### src/rtl/mux_2to1_sel_counter.sv
// Registered copy of sel plus a saturating count of sel changes seen at clock edges.
// The counter sticks at all-ones so a long-running debug statistic never wraps back to a small value.
module mux_2to1_sel_counter #(
    parameter int CNT_W = 16
) (
    input  logic             clk,
    input  logic             rst,
    input  logic             sel,
    output logic             sel_q,
    output logic [CNT_W-1:0] switch_cnt
);

    logic cnt_full;

    assign cnt_full = &switch_cnt;

    always_ff @(posedge clk or posedge rst) begin
        if (rst) begin
            sel_q      <= 1'b0;
            switch_cnt <= '0;
        end else begin
            sel_q <= sel;
            // sel_q resets to 0, so a sel=1 on the first edge after reset counts as a switch
            if ((sel != sel_q) && !cnt_full) begin
                switch_cnt <= switch_cnt + CNT_W'(1);
            end
        end
    end

endmodule

### src/rtl/mux_2to1.sv
// 2-to-1 steering primitive: zero-latency combinational select, an enabled registered copy,
// and a select-switch statistic for debug.
module mux_2to1 #(
    parameter int               WIDTH   = 1,
    parameter int               CNT_W   = 16,
    parameter logic [WIDTH-1:0] RST_VAL = '0
) (
    input  logic             clk,
    input  logic             rst,
    input  logic [WIDTH-1:0] a,
    input  logic [WIDTH-1:0] b,
    input  logic             sel,
    input  logic             en,
    output logic [WIDTH-1:0] out,
    output logic [WIDTH-1:0] out_q,
    output logic             out_q_valid,
    output logic             sel_q,
    output logic [CNT_W-1:0] switch_cnt
);

    // Independent of clk/rst/en so the path works even with the clock unconnected
    assign out = sel ? b : a;

    always_ff @(posedge clk or posedge rst) begin
        if (rst) begin
            out_q       <= RST_VAL;
            out_q_valid <= 1'b0;
        end else if (en) begin
            out_q       <= out;
            out_q_valid <= 1'b1;
        end
    end

    mux_2to1_sel_counter #(
        .CNT_W(CNT_W)
    ) u_sel_counter (
        .clk       (clk),
        .rst       (rst),
        .sel       (sel),
        .sel_q     (sel_q),
        .switch_cnt(switch_cnt)
    );

endmodule

### config.mk
export PLATFORM = sky130hd
export DESIGN_NAME = mux_2to1
export DESIGN_NICKNAME = d
export VERILOG_FILES = /design/src/rtl/mux_2to1_sel_counter.sv /design/src/rtl/mux_2to1.sv
export SDC_FILE = /design/constraint.sdc
export NUM_CORES = 1
export LEC_CHECK = 0
export ABC_CLOCK_PERIOD_IN_PS = 2300
export CORE_MARGIN = 4
export CORE_UTILIZATION = 46
export CTS_CLUSTER_DIAMETER = 50
export DETAILED_ROUTE_END_ITERATION = 8
export PLACE_DENSITY = 0.77
export SLEW_MARGIN = 5
export SYNTH_ARGS = -nofsm -noshare
export SYNTH_HDL_FRONTEND = slang
export SYNTH_SLANG_ARGS = --single-unit
### constraint.sdc
create_clock -name clk -period 2.3 [get_ports clk]
set_clock_uncertainty 0.1 [all_clocks]
set_input_delay 0.23 -clock clk [delete_from_list [all_inputs] [get_ports clk]]
set_output_delay 0.23 -clock clk [all_outputs]
set_load 0.01 [all_outputs]
==> impl_metrics.csv <==
group,metric,value,unit
status,status,"completed",
cells_and_area,layout-drive-gt1-share,14.0,%
route,post_drt_wl_per_cell,14.7,microns
power,ir_drop,0.000557,V
critical_path,worst-path-max-fanout,4,
cells_and_area,antennaDiodeCount,0,
timing,tightest_slew,0.710,ns
timing,maxSlewHeadroom,52.6,%
global_route,grt_first_pass_wirelength,3430,microns
timing,fmax,0.508,GHz
global_route,gr-usage-all-layers,16.6,%
clock_tree,cts_resized,0,
synth,avgSynthCellArea,11.4,sq um
cells_and_area,fin_nets,122,
timing,final_max_slew_viol_count,0,
timing,timing.hold.ws,0.233,ns
die,design.die.area,2850,sq um
placement,dp.final_hpwl,1530,microns
synth,syn_area,948,sq um
placement,portBuffers,25,
route,drt-initial-drc-count,7,
power,power.share.sequential,48.9,%
timing,tns,0,ns
die,io_pins,26,
global_route,grt-ovfl-total,0,
clock_tree,clk_path_buf_depth,2,
route,first_pass_iters,4,
global_route,grt_pass1_vias,774,
route,viasPerCell,5.53,
die,dieWidth,53.4,microns
cells_and_area,layout.cells.most_common,"clkdlybuf4s50_1",
critical_path,path_common_cell,"clkdlybuf4s50_1",
clock_tree,postCtsSetupRepairBufs,0,
power,internal-power,0.000684,W
global_route,grt_max_degree,20,
timing,fin_crit,1.97,ns
synth,synth_seq_cells,19,
synth,ys_seq_area_share,50.1,%
power,clkPwrFrac,16.7,%
critical_path,path_buf_inv,2,
critical_path,critical-path-max-stage-delay,0.56,ns
run,maxCapViolCount,0,
critical_path,crit_path_cell_trace,"clkdlybuf4s50_1 > mux2_2 > clkdlybuf4s50_1",
synth,yosys_warnings,0,
clock_tree,clkLatencyLatePin,0.30,ns
clock_tree,clock-root-buffer,"clkbuf_4",
power,leakagePower,0.546,nW
placement,dp_cells,137,
clock_tree,clock-sinks,19,
clock_tree,cts_tree,"done",
timing,rsz0062_at_grt,"no",
synth,syn-num-nets,90,
route,wirelength,2070,microns
global_route,antenna_found_initial,0,
cells_and_area,final_cell_mix,"clkdlybuf4s50_1 (25), dfrtp_1 (19), xor2_1 (6)",
min_path,hp-class,"input port to async pin",
synth,syn_inst,83,
die,initial_core_util,48.3,%
power,switchingPower,0.000370,W
timing,final.period_utilization,85.6,%
die,core_region_area,1960,sq um
cells_and_area,fin_cells,141,
critical_path,cp.arrival,1.64,ns
clock_tree,clk_pin_slew,0.12,ns
clock_tree,cts_hold_buffers,0,
critical_path,cp-start-kind,"input port",
clock_tree,numCtsBuffers,3,
power,switching_share,35.1,%
route,vias,780,
route,drc,0,
critical_path,end_kind,"primary output",
die,rows,16,
timing,finalSetupViolations,0,
die,die_h,53.4,microns
route,ant_nets,0,
critical_path,crit_type,"input port to primary output",
critical_path,crit_family,"buffers and inverters",
clock_tree,cts_max_level,1,
critical_path,crit_slowest_cell,"clkdlybuf4s50_1",
power,p_per_area,825,nW/um^2
timing,hold_viol_final,0,
cells_and_area,final_util,65.1,%
placement,gp_congestion,0.827,
synth,yosysUniqueCellTypes,31,
cells_and_area,areaGrowthSynthToFinish,34.7,%
cells_and_area,n_fill_cell,176,
critical_path,crit_required,1.97,ns
power,comb_power_share,34.4,%
-- final cells by class --
class	instances	area, sq um	area share [%]
sequential	19	475	37.2
clock buffer	3	22.5	1.76
clock inverter	1	7.51	0.588
timing repair buffer	27	265	20.8
inverter	2	7.51	0.588
multi-input combinational	62	465	36.4
tap	27	33.8	2.64
-- Yosys cell counts --
cell | number | area share [%]
a21oi_1 | 2 | 1.1
a311oi_1 | 1 | 0.92
a31oi_1 | 3 | 2.0
a41oi_1 | 1 | 0.92
and3_1 | 4 | 2.6
and3_4 | 1 | 1.2
and4_1 | 1 | 0.92
dfrtp_1 | 19 | 50
ha_1 | 1 | 1.3
inv_1 | 2 | 0.79
mux2_1 | 1 | 1.2
mux2_2 | 4 | 4.7
mux2_4 | 1 | 1.6
nand2_1 | 5 | 2.0
nand2b_1 | 1 | 0.66
nand3_1 | 5 | 2.6
nand3b_1 | 1 | 0.79
nand4_1 | 4 | 2.6
nand4_4 | 1 | 2.2
nor2_1 | 4 | 1.6
nor2_2 | 1 | 0.66
nor2b_1 | 1 | 0.66
nor3_1 | 2 | 1.1
nor4_1 | 1 | 0.66
nor4_4 | 1 | 2.2
o211ai_1 | 2 | 1.6
o21a_1 | 1 | 0.79
o21ai_0 | 1 | 0.53
or2_2 | 1 | 0.66
xnor2_1 | 4 | 3.7
xor2_1 | 6 | 5.5
-- worst reg2reg max path: stages, from the launching register on --
cell and delay [ns]:
dfrtp_1 0.42, ha_1 0.24, nand3_1 0.19, nor3_1 0.24
and3_1 0.19, mux2_2 0.32
-- power by group through the flow --
stage	clock [W]	combinational [W]	sequential [W]
6_report	0.000176	0.000363	0.000515
5_1_grt	0.000194	0.000395	0.000531
4_1_cts	0.000183	0.000369	0.000517
3_5_place_dp	0	0.000365	0.000521
3_3_place_gp	0	0.000355	0.000516
2_1_floorplan	0	0.000146	0.000538
-- sequential cells by signal (all words and copies together), names as in the netlist --
register / count
u_sel_counter.sel_q: 1
u_sel_counter.switch_cnt: 16
out_q: 1
out_q_valid: 1
-- metal layers --
metal | part of all wire (%) | routed length [microns] | track usage, %
met1 | 46 | 944 | 21.2
met2 | 48 | 997 | 26.5
met3 | 5.2 | 108 | 3.38
met4 | 0.82 | 17 | 7.66
met5 | 0 | 0 | 0
-- worst paths after layout --
kind	from	slack [ns]	depth (start not counted)	to
max	sel	0.33	3	out
min	rst	0.23	2	out_q_valid$_DFFE_PP0P_
max reg2reg	u_sel_counter.switch_cnt[0]$_DFFE_PP0P_	0.48	5	u_sel_counter.switch_cnt[10]$_DFFE_PP0P_
min reg2reg	out_q_valid$_DFFE_PP0P_	0.39	1	out_q_valid$_DFFE_PP0P_
max in group asynchronous	rst	1.41	2	u_sel_counter.switch_cnt[3]$_DFFE_PP0P_
min in group clk	sel	0.39	1	u_sel_counter.sel_q$_DFF_PP0_
-- logic make-up (layout without fill, tap and decap cells) --
kind of cell    after synthesis  count (layout)  synth area share (%)
compound gates               11              11                  7.78
flops                        19              19                  50.1
xor+xnor                     10              10                  9.23
simple gates                 34              34                  23.2
mux                           6               6                  7.52
fa+ha+maj                     1               1                  1.32
buf+inv                       2              33                 0.792
-- per-stage QoR --
step           worst slack, ns  power [W]  instance area [sq um]
6_report                 0.331    0.00105                   1280
5_1_grt                  0.300    0.00112                   1280
4_1_cts                  0.325    0.00107                   1280
3_5_place_dp             0.326   0.000886                   1250
3_3_place_gp             0.357   0.000871                   1250
2_1_floorplan            0.508   0.000685                    948
Power figures use the tool's default switching activity.
